### src/rtl/frvp_spi_int_sync_crossing_sink.sv
// Receiving end of the SPI interrupt crossing: synchronizes source-domain interrupt lines,
// deglitches them, latches edge events into a clearable pending register, and drives masked outputs.
module frvp_spi_int_sync_crossing_sink #(
    parameter int unsigned NUM_INT     = 1,
    parameter int unsigned SYNC_STAGES = 3,
    parameter int unsigned FILTER_LEN  = 2
) (
    input  logic               clock,
    input  logic               reset,
    input  logic [NUM_INT-1:0] auto_in_sync,
    input  logic [NUM_INT-1:0] cfg_edge,
    input  logic [NUM_INT-1:0] cfg_mask,
    input  logic               clr_valid,
    input  logic [NUM_INT-1:0] clr_bits,
    output logic [NUM_INT-1:0] pending,
    output logic [NUM_INT-1:0] auto_out,
    output logic               irq_any
);

    logic [NUM_INT-1:0] sync_q [SYNC_STAGES];
    logic [NUM_INT-1:0] synced;
    logic [NUM_INT-1:0] filt;
    logic [NUM_INT-1:0] filt_d_q;
    logic [NUM_INT-1:0] rise;
    logic [NUM_INT-1:0] clr_hit;
    logic [NUM_INT-1:0] pending_d;
    logic [NUM_INT-1:0] pending_q;
    logic [NUM_INT-1:0] auto_out_q;
    logic               irq_any_q;

    // Plain flop chain; no logic between stages so each stage only sees a settled flop output.
    always_ff @(posedge clock) begin
        if (reset) begin
            for (int s = 0; s < int'(SYNC_STAGES); s++) begin
                sync_q[s] <= '0;
            end
        end else begin
            sync_q[0] <= auto_in_sync;
            for (int s = 1; s < int'(SYNC_STAGES); s++) begin
                sync_q[s] <= sync_q[s-1];
            end
        end
    end

    assign synced = sync_q[SYNC_STAGES-1];

    generate
        if (FILTER_LEN == 0) begin : g_no_filter
            assign filt = synced;
        end else begin : g_filter
            localparam int unsigned CntW = $clog2(FILTER_LEN + 1);

            logic [CntW-1:0]    cnt_q [NUM_INT];
            logic [NUM_INT-1:0] filt_q;

            // A change is accepted only after FILTER_LEN consecutive mismatching samples.
            always_ff @(posedge clock) begin
                if (reset) begin
                    filt_q <= '0;
                    for (int i = 0; i < int'(NUM_INT); i++) begin
                        cnt_q[i] <= '0;
                    end
                end else begin
                    for (int i = 0; i < int'(NUM_INT); i++) begin
                        if (synced[i] == filt_q[i]) begin
                            cnt_q[i] <= '0;
                        end else if (cnt_q[i] == CntW'(FILTER_LEN - 1)) begin
                            filt_q[i] <= synced[i];
                            cnt_q[i]  <= '0;
                        end else begin
                            cnt_q[i] <= cnt_q[i] + CntW'(1);
                        end
                    end
                end
            end

            assign filt = filt_q;
        end
    endgenerate

    assign rise    = filt & ~filt_d_q;
    assign clr_hit = clr_bits & {NUM_INT{clr_valid}};

    // Edge lines: rise beats a same-cycle clear. Level lines mirror filt and ignore clears.
    always_comb begin
        pending_d = '0;
        for (int i = 0; i < int'(NUM_INT); i++) begin
            if (cfg_edge[i]) begin
                pending_d[i] = rise[i] | (pending_q[i] & ~clr_hit[i]);
            end else begin
                pending_d[i] = filt[i];
            end
        end
    end

    always_ff @(posedge clock) begin
        if (reset) begin
            filt_d_q   <= '0;
            pending_q  <= '0;
            auto_out_q <= '0;
            irq_any_q  <= 1'b0;
        end else begin
            filt_d_q   <= filt;
            pending_q  <= pending_d;
            auto_out_q <= pending_q & ~cfg_mask;
            irq_any_q  <= |(pending_q & ~cfg_mask);
        end
    end

    assign pending  = pending_q;
    assign auto_out = auto_out_q;
    assign irq_any  = irq_any_q;

endmodule

### config.mk
export PLATFORM = sky130hd
export DESIGN_NAME = frvp_spi_int_sync_crossing_sink
export DESIGN_NICKNAME = d
export VERILOG_FILES = /design/src/rtl/frvp_spi_int_sync_crossing_sink.sv
export SDC_FILE = /design/constraint.sdc
export NUM_CORES = 1
export LEC_CHECK = 0
export BUFFER_PORTS_ARGS = -buffer_cell sky130_fd_sc_hd__buf_2
export CAP_MARGIN = 25
export CORE_AREA = 3 3 40 42
export CTS_CLUSTER_DIAMETER = 120
export DETAILED_ROUTE_END_ITERATION = 6
export DIE_AREA = 0 0 43 45
export PLACE_DENSITY = 0.46
export SLEW_MARGIN = 5
export SYNTH_ARGS = -nofsm -noshare
export SYNTH_HDL_FRONTEND = slang
export SYNTH_SLANG_ARGS = --single-unit
### constraint.sdc
create_clock -name clock -period 1.5 [get_ports clock]
set_clock_uncertainty 0.1 [all_clocks]
set_input_delay 0.15 -clock clock [delete_from_list [all_inputs] [get_ports clock]]
set_output_delay 0.15 -clock clock [all_outputs]
set_load 0.03 [all_outputs]
==> results of run 1 <==
-- cells by family after synthesis --
group	share of synthesized area (%)
AND/OR/NAND/NOR	19.4
flip-flops	63.2
buffers and inverters	3.56
adder cells (fa/ha/maj)	3.95
other	1.18
AO/OA/AOI/OAI	2.77
XOR/XNOR	2.77
multiplexers	3.16
-- cells in the mapped netlist --
library cell	n	area [sq um]
dfxtp_1	7	140
nor2_1	4	15.0
nor2b_1	4	25.0
edfxtp_1	2	60.1
nand2_1	2	7.51
a32oi_1	1	8.76
buf_4	1	7.51
conb_1	1	3.75
ha_1	1	12.5
inv_1	1	3.75
mux2i_1	1	10.0
nor3b_1	1	7.51
or3_1	1	6.26
xnor2_1	1	8.76
-- power breakdown --
part | total (uW) | leakage, uW | internal, uW | switching, uW
clock | 177 | 0.0000150 | 102 | 74.8
sequential | 256 | 0.0000776 | 254 | 2.26
combinational | 22.2 | 0.0000885 | 12.3 | 9.88
total | 455 | 0.000181 | 368 | 87.0
-- cell type report --
class | instances | area, sq um | area share (%)
clock buffers | 4 | 26.3 | 6.36
repair buffers | 10 | 55.1 | 13.3
flip-flops and latches | 9 | 200 | 48.5
multi-input cells | 18 | 109 | 26.4
inverters | 1 | 3.75 | 0.909
well taps | 15 | 18.8 | 4.55
-- worst max-delay path, cell delays in order (launching register included) --
cell and delay [ps]:
edfxtp_1 390, ha_1 240, or3_1 380, nor2_1 90
-- stage by stage --
step / hold slack [ps] / total power [uW] / instances / cell area, sq um
final: 31.3 / 455 / 57 / 413
after global routing: 43.5 / 483 / 57 / 413
after CTS: 39.4 / 464 / 57 / 413
after detailed placement: 215 / 282 / 52 / 377
after global placement: 212 / 281 / 52 / 377
after floorplan: 122 / 269 / 29 / 320
-- state kept, by name (all words and copies together), names as in the netlist --
| register | flops |
|---|---|
| g_filter.cnt_q | 2 |
| filt | 1 |
| sync_q | 3 |
| irq_any | 1 |
| filt_d_q | 1 |
| pending | 1 |
-- cells in the final DEF, fill, tap and decap left out --
cell type,n
a32oi_1,1
buf_2,9
clkbuf_1,1
clkbuf_4,3
conb_1,2
dfxtp_1,7
dlygate4sd3_1,1
edfxtp_1,2
ha_1,1
inv_1,1
mux2i_1,1
nand2_1,2
nor2_1,4
nor2b_1,4
nor3b_1,1
or3_1,1
xnor2_1,1
-- how the worst min path moves through the flow --
stage / from / end / slack [ps] / cells after the start
floorplan: reset / filt_d_q / 120 / 1
global placement: cfg_mask / irq_any / 210 / 2
detailed placement: cfg_mask / irq_any / 220 / 2
CTS: auto_in_sync / sync_q[0][0] / 40 / 2
global route: auto_in_sync / sync_q[0][0] / 40 / 2
finish: auto_in_sync / sync_q[0][0] / 30 / 2
-- routing by layer --
metal	global-route usage, %	wire length (um)
met5	0	0
met4	0	0
met3	5.98	42
met2	9.58	208
met1	6.08	210
==> metrics.md, run 1 <==
| Metric | Value |
|---|---|
| Iteration-0 DRC Markers | 0 |
| Initial antenna violation count | 0 |
| Fmax | 0.742 GHz |
| Max_cap viols | 0 |
| Layout area overhead | 30.4% |
| Worst Setup End Kind | register |
| Effective utilization at floorplan | 24.6% |
| Tcrit/Tclk final | 89.9% |
| Min Tclk post-route | 1350 ps |
| Final worst slack | 152 ps |
| WP data arrival | 1360 ps |
| Crit path kind | register to register |
| Place WS | 161 ps |
| Layout cells sized above 1 | 28.6% |
| Clock root buffer master | clkbuf_4 |
| # DRC | 0 |
| Setup TNS after final layout | 0 ps |
| HPWL Detailed | 369 um |
| Post-synthesis cell area | 317 sq um |
| CTS tree | built |
| Buffer depth of the longest clock path | 2 |
| Die area | 0.00194 sq mm |
| Core Area | 0.00128 sq mm |
| Synthesis Warnings | 0 |
| Worst-Skew Late Latency | 250 ps |
| Seq/Total Area, Yosys | 63.2% |
| Die X | 43 um |
| GPL Wtd Cong | 0.658 |
| Setup violations, final | 0 |
| Fill count | 136 |
| CTS resizes | 0 |
| Final Hold Violating Endpoints | 0 |
| Worst reg2reg path depth | 3 |
| NumNets Final | 51 |
| Cts hold-fix bufs | 1 |
| Port Buffer Count | 9 |
| H-tree depth | 1 |
| Power Density | 1100 mW/mm^2 |
| Core Rows | 13 |
| First-pass GRT wire length | 834 um |
| Num Clock Sinks | 9 |
| Pleak | 0.000181 uW |
| Worst IR Drop VDD | 524 uV |
| Number of buffers created by CTS | 3 |
| Status | finished, final reports clean |
| CP Launch Type | register |
| Post-synthesis cell count | 28 |
| Pins Over Slew Limit | 0 |
| Worst R2R End | g_filter.cnt_q[0][1] |
| Vias in the first global route | 224 |
| Yosys cell types | 14 |
| CP Max Fanout | 2 |
| GRT Residual Overflow | 0 |
| I/O Pins | 10 |
| Synthesized area per cell | 11.3 sq um |
| Core Util, Final | 32.1% |
| Routed Antenna Nets | 0 |
| RSZ-0062 raised after global routing | false |
| Worst min path class | primary input to register |
| R2R Setup Slk | 150 ps |
| CP Launch Point | g_filter.cnt_q[0][0] |
| Vias | 208 |
| DRT Pass-1 Iters | 1 |
| Post-Route WL | 461 um |
| FF+latch count, synth | 9 |
| Antenna Cells | 0 |
| Worst r2r src | g_filter.cnt_q[0][0] |
| Post-CTS setup buffer count | 0 |
| Overall Global Routing Usage | 6.02% |
| WP data required | 1520 ps |
| DR WL/cell | 8.09 um |
| CP endpoint | g_filter.cnt_q[0][1] |
| Worst-path clk slew | 60 ps |
| Die H | 45 um |
| Largest net degree at the start of global routing | 9 |
| DR vias/cell | 3.65 |
Power figures use the tool's default switching activity.
==> run 2, diff against run 1 <==
- CORE_AREA: 3 3 40 42 -> 2 2 39 41
- DIE_AREA: 0 0 43 45 -> 0 0 41 43
==> run 2 against run 1 <==
Effect of this change:
- cell count grew 1.8%
- via count increased by 13%
- clock power up 3%
- hold slack got worse by 17 ps
- combinational power rose by 5%
- design area grew 0.30%
- die area down 8.9%
- critical endpoint unchanged
- largest cell class unchanged
- largest power group unchanged
- highest routed layer unchanged
==> metrics.md, run 2 (synthesis gave the netlist of run 1 again) <==
| Metric | Value |
|---|---|
| Status | finished, final reports clean |
| Worst-path clk slew | 60 ps (about the same) |
| Overall Global Routing Usage | 8.26% (+2.2 points) |
| Max_cap viols | 0 (unchanged) |
| First-pass GRT wire length | 883 um (+5.9%) |
| Number of buffers created by CTS | 3 (unchanged) |
| Dpl cells | 53 (+1.9%) |
| Clock root buffer master | clkbuf_4 |
| Largest register FFs | 3 (unchanged) |
| CTS resizes | 0 (unchanged) |
| Antenna Cells | 0 (unchanged) |
| Grt met2 use | 12.5% (+2.9 points) |
| Post-CTS setup buffer count | 0 (unchanged) |
| GRT Residual Overflow | 0 (unchanged) |
| Worst Setup End Kind | register |
| Biggest register | sync_q |
| Layout area overhead | 30.8% |
| Port Buffer Count | 9 (unchanged) |
| DRT Pass-1 Iters | 1 (unchanged) |
| CTS tree | built |
| Die area | 0.00176 sq mm (-8.9%) |
| Most common cell after layout, fill and taps aside | buf_2 |
| I/O Pins | 10 (unchanged) |
| Setup violations, final | 0 (unchanged) |
| Routed Antenna Nets | 0 (unchanged) |
| Vias | 235 (+13%) |
| DR WL/cell | 8.78 um (+8.5%) |
| Worst min path class | primary input to register |
| Crit path kind | register to register |
| Worst-Skew Late Latency | 250 ps (about the same) |
| Layout cells sized above 1 | 28.6% (unchanged) |
| Core Area | 0.00138 sq mm (+7.7%) |
| Die X | 41 um (-4.7%) |
| Worst IR Drop VDD | 453 uV (-14%) |
| WP data required | 1520 ps (about the same) |
| Tcrit/Tclk final | 90.0% (+0.11 points) |
| WP data arrival | 1370 ps (about the same) |
| H-tree depth | 1 (unchanged) |
| Fmax | 0.741 GHz (-0.12%) |
| Power Density | 1110 mW/mm^2 (+0.95%) |
| Pleak | 0.000181 uW (unchanged) |
| NumNets Final | 51 (unchanged) |
| Post-Layout Cell Count | 58 (+1.8%) |
| RSZ-0062 raised after global routing | false |
| Core Rows | 14 (+1) |
| Buffer depth of the longest clock path | 2 (unchanged) |
| Most crowded layer after global routing | met2 |
| Pins Over Slew Limit | 0 (unchanged) |
| Initial antenna violation count | 0 (unchanged) |
| Met1 Track Usage GR | 6.82% (+0.74 points) |
| Die H | 43 um (-4.4%) |
| Hold slack | 14.1 ps (-17.1 ps) |
| Effective utilization at floorplan | 22.9% (-1.8 points) |
| # DRC | 0 (unchanged) |
| Met3 Resource Use GR | 9.42% (+3.4 points) |
| CP Max Fanout | 2 (unchanged) |
| Min Tclk post-route | 1350 ps (+1.63 ps) |
| Vias in the first global route | 223 (-0.45%) |
| Iteration-0 DRC Markers | 0 (unchanged) |
| Post-Route WL | 509 um (+10%) |
| Setup TNS after final layout | 0 ps (unchanged) |
| Top Registers | sync_q x3, g_filter.cnt_q x2 |
| Num Clock Sinks | 9 (unchanged) |
| CP Launch Type | register |
| GPL Wtd Cong | 0.685 (+4.1%) |
| Commonest non-fill, non-tap cells in the layout | 9 x buf_2, 7 x dfxtp_1, 4 x nor2b_1, 4 x nor2_1, 3 x clkbuf_4 |
| Final Hold Violating Endpoints | 0 (unchanged) |
| Largest net degree at the start of global routing | 9 (unchanged) |
| DR vias/cell | 4.05 (+11%) |
-- run 2: cell counts in the layout (fill, tap and decap cells not counted) --
No cell type changed its count.
-- run 2: worst max-delay path: stages, from the launching register on --
cell and delay, ps:
edfxtp_1 390, ha_1 240, or3_1 390, nor2_1 100
-- run 2: final timing paths --
| path | endpoint | cells after the start | slack [ps] | from |
|---|---|---|---|---|
| hold reg to reg | sync_q[0][1] | 1 | 350 | sync_q[0][0] |
| hold / removal | sync_q[0][0] | 2 | 10 | auto_in_sync |
| setup reg to reg | g_filter.cnt_q[0][1] | 3 | 150 | g_filter.cnt_q[0][0] |
| setup / recovery | g_filter.cnt_q[0][1] | 3 | 150 | g_filter.cnt_q[0][0] |
-- run 2: repair_timing --
action,4_1_cts,5_1_grt
setup endpoints to repair,0,0
hold buffers,1,0
endpoints found under the hold margin,1,0
-- run 2: layout make-up --
type,count,area [sq um]
flip-flops and latches,9,200
clock buffers,4,26.3
well taps,16,20.0
multi-input cells,18,109
repair buffers,10,55.1
inverters,1,3.75
fillers,152,970
-- run 2: power breakdown --
part / leakage [uW] / total [uW] / internal (uW) / switching [uW]
Sequential: 0.0000776 / 256 / 254 / 2.13
Combinational: 0.0000885 / 23.3 / 12.5 / 10.8
Clock: 0.0000150 / 182 / 102 / 79.4
-- run 2: routing by layer --
metal / up-vias / share of wire (%)
met5: - / 0
met4: 0 / 0
met3: 0 / 9.8
met2: 8 / 52
met1: 112 / 38
li1: 115 / -
-- run 2: metrics by stage --
| stage | power (uW) | setup slack [ps] | util, % | instance area [sq um] |
|---|---|---|---|---|
| 3_3_place_gp | 281 | 193 | 27.3 | 378 |
| 2_1_floorplan | 269 | 219 | - | 320 |
| 4_1_cts | 468 | 131 | 29.9 | 414 |
| 6_report | 460 | 150 | 29.9 | 414 |
| 5_1_grt | 489 | 60.9 | 29.9 | 414 |
| 3_5_place_dp | 282 | 158 | 27.3 | 378 |
==> run 3, diff against run 2 <==
- ABC_AREA: unset -> 1
- PLACE_DENSITY: 0.46 -> 0.5
==> run 3 against run 2 <==
Effect of this change:
- utilization up 3.2 points
- global-route usage up 0.61 points
- maximum frequency up 15%
- via count up 14%
- combinational power up 82%
- synthesized cell count up 46%
- count of clock-buffer cells in the layout down 1
- largest cell class unchanged
==> metrics.md, run 3 <==
| Metric | Value |
|---|---|
| Status | finished, final reports clean |
| Worst-path clk slew | 70 ps (about the same) |
| Min Tclk post-route | 1170 ps (-181 ps) |
| Core Util, Final | 33.1% (+3.2 points) |
| Tot Pwr | 500 uW (+8.5%) |
| Pleak | 0.000221 uW (+22%) |
| Iteration-0 DRC Markers | 2 (+2) |
| Overall Global Routing Usage | 8.87% (+0.61 points) |
| Asr flop ratio synth | 0% (unchanged) |
| Worst Setup End Kind | register |
| Tcrit/Tclk final | 77.9% (-12 points) |
| Fill count | 159 (+4.6%) |
| Max_cap viols | 0 (unchanged) |
| Core Rows | 14 (unchanged) |
| Met1 Track Usage GR | 8.79% (+2.0 points) |
| Top cells by count, synth | 8 x inv_1, 8 x nor2_1, 7 x dfxtp_1 |
| Yosys cell types | 14 (unchanged) |
| DRT Pass-1 Iters | 4 (+3) |
| Worst min path class | primary input to register |
| Crit path kind | register to register |
| Power Density | 1090 mW/mm^2 (-1.9%) |
| Post-CTS setup buffer count | 0 (unchanged) |
| Die area | 0.00176 sq mm (unchanged) |
| Critical Path Max Stage Delay | 390 ps (about the same) |
| Biggest register | sync_q |
| Setup TNS after final layout | 0 ps (unchanged) |
| Post-synthesis cell count | 41 (+46%) |
| Max stage delay cell, worst path | edfxtp_1 |
| Setup violations, final | 0 (unchanged) |
| H-tree depth | 1 (unchanged) |
| Yosys top cell area share | 38.9% (-5.4 points) |
| Number of buffers created by CTS | 3 (unchanged) |
| Top cells by area, synth | dfxtp_1 39%, edfxtp_1 17%, inv_1 8.3% |
| I/O Pins | 10 (unchanged) |
| Synthesized area per cell | 8.79 sq um (-22%) |
| WP data arrival | 1200 ps (-170 ps) |
| Largest register FFs | 3 (unchanged) |
| Delay-heaviest family, CP | flip-flops |
| Die X | 41 um (unchanged) |
| Crit-path cells | ha_1, nor2_4, nand3_2, nor2_1 |
| GRT Residual Overflow | 0 (unchanged) |
| Post-synthesis cell area | 360 sq um (+14%) |
| Clock root buffer master | clkbuf_4 |
| CP Max Fanout | 3 (+1) |
| First-pass GRT wire length | 903 um (+2.3%) |
| Effective utilization at floorplan | 26.0% (+3.2 points) |
| Commonest non-fill, non-tap cells in the layout | 9 x buf_2, 8 x inv_1, 8 x nor2_1, 7 x dfxtp_1, 6 x nand2_1 |
| NumNets Final | 64 (+25%) |
| GPL Wtd Cong | 0.612 (-11%) |
| Antenna Cells | 0 (unchanged) |
| Top Registers | sync_q x3, g_filter.cnt_q x2 |
| CTS tree | built |
| # DRC | 0 (unchanged) |
| WP data required | 1530 ps (about the same) |
| Grt met2 use | 10.6% (-1.9 points) |
| Synthesis Warnings | 0 (unchanged) |
| Post-Route WL | 524 um (+2.9%) |
| DR vias/cell | 3.79 (-6.5%) |
| Buffer depth of the longest clock path | 2 (unchanged) |
| Met3 Resource Use GR | 4.71% (-4.7 points) |
| Most crowded layer after global routing | met4 |
| Layout cells sized above 1 | 29.1% (+0.52 points) |
| Largest area contributor in the netlist | dfxtp_1 |
| Initial antenna violation count | 0 (unchanged) |
| RSZ-0062 raised after global routing | false |
| Num Clock Sinks | 9 (unchanged) |
| Layout area overhead | 27.1% |
| Pins Over Slew Limit | 0 (unchanged) |
| DR WL/cell | 7.38 um (-16%) |
| Routed Antenna Nets | 0 (unchanged) |
| Die H | 43 um (unchanged) |
| Core Area | 0.00138 sq mm (unchanged) |
| Worst path bufs/invs | 0 (unchanged) |
| Fmax | 0.855 GHz (+15%) |
| Worst IR Drop VDD | 381 uV (-16%) |
| FF+latch count, synth | 9 (unchanged) |
| Seq/Total Area, Yosys | 55.6% (-7.7 points) |
| Most common cell after layout, fill and taps aside | buf_2 |
| Worst-Skew Late Latency | 270 ps (+20 ps) |
| Largest net degree at the start of global routing | 9 (unchanged) |
| Vias in the first global route | 237 (+6.3%) |
| HPWL Detailed | 379 um |
| Vias | 269 (+14%) |
| Final Hold Violating Endpoints | 0 (unchanged) |
| CP Launch Type | register |
| Port Buffer Count | 9 (unchanged) |
| Number of synthesized flops with an enable pin | 2 (unchanged) |
| Ys flop type | dfxtp_1 |
==> run 3: cells by family after synthesis <==
group                    after synthesis  share of synthesized area [%]
buffers and inverters                 10                           13.5
adder cells (fa/ha/maj)                1                           3.47
flip-flops                             9                           55.6
other                                  1                           1.04
AND/OR/NAND/NOR                       20                           26.4
==> run 3: final cells by class <==
type / instances / area, sq um / area share [%]
inverter: 8 / 30.0 / 6.56
multi-input combinational: 23 / 115 / 25.1
sequential: 9 / 200 / 43.7
tap: 16 / 20.0 / 4.37
clock inverter: 1 / 5.00 / 1.09
clock buffer: 3 / 22.5 / 4.92
timing repair buffer: 11 / 65.1 / 14.2
==> run 3: path summary, 6_finish.rpt <==
kind                        start              endpoint  slack [ps]  cells past startpoint
min                      cfg_edge               pending          10                      3
max          g_filter.cnt_q[0][0]  g_filter.cnt_q[0][0]         330                      4
max reg2reg  g_filter.cnt_q[0][0]  g_filter.cnt_q[0][0]         330                      4
min reg2reg          sync_q[0][1]          sync_q[0][2]         300                      2
==> run 3: worst reg2reg max path: stages, from the launching register on <==
cell and delay, ps:
edfxtp_1 390, ha_1 260, nor2_4 110, nand3_2 80
nor2_1 90
==> run 3: layer usage <==
metal  wire [um]  part of all wire (%)
met2         204                    39
met4          45                   8.6
met5           0                     0
met1         245                    47
met3          29                   5.5
==> run 3: repair_timing <==
action / 4_1_cts / 5_1_grt
hold buffers: 2 / 0
hold endpoints to repair: 2 / 0
gates resized for setup: 0 / 0
==> run 3: report_power, final <==
group	internal, uW	switching [uW]	total [uW]
clock network	98.7	96.5	195
logic	18.9	23.6	42.5
registers	258	4.32	262
total	375	124	500
==> run 3: per-stage QoR <==
step	instance area [sq um]	worst slack, ps	hold WS (ps)	std cells
after floorplan	364	393	127	42
after global placement	410	351	216	65
after detailed placement	410	331	219	65
after CTS	458	315	4.00	71
after global routing	458	250	12.4	71
final	458	331	14.8	71
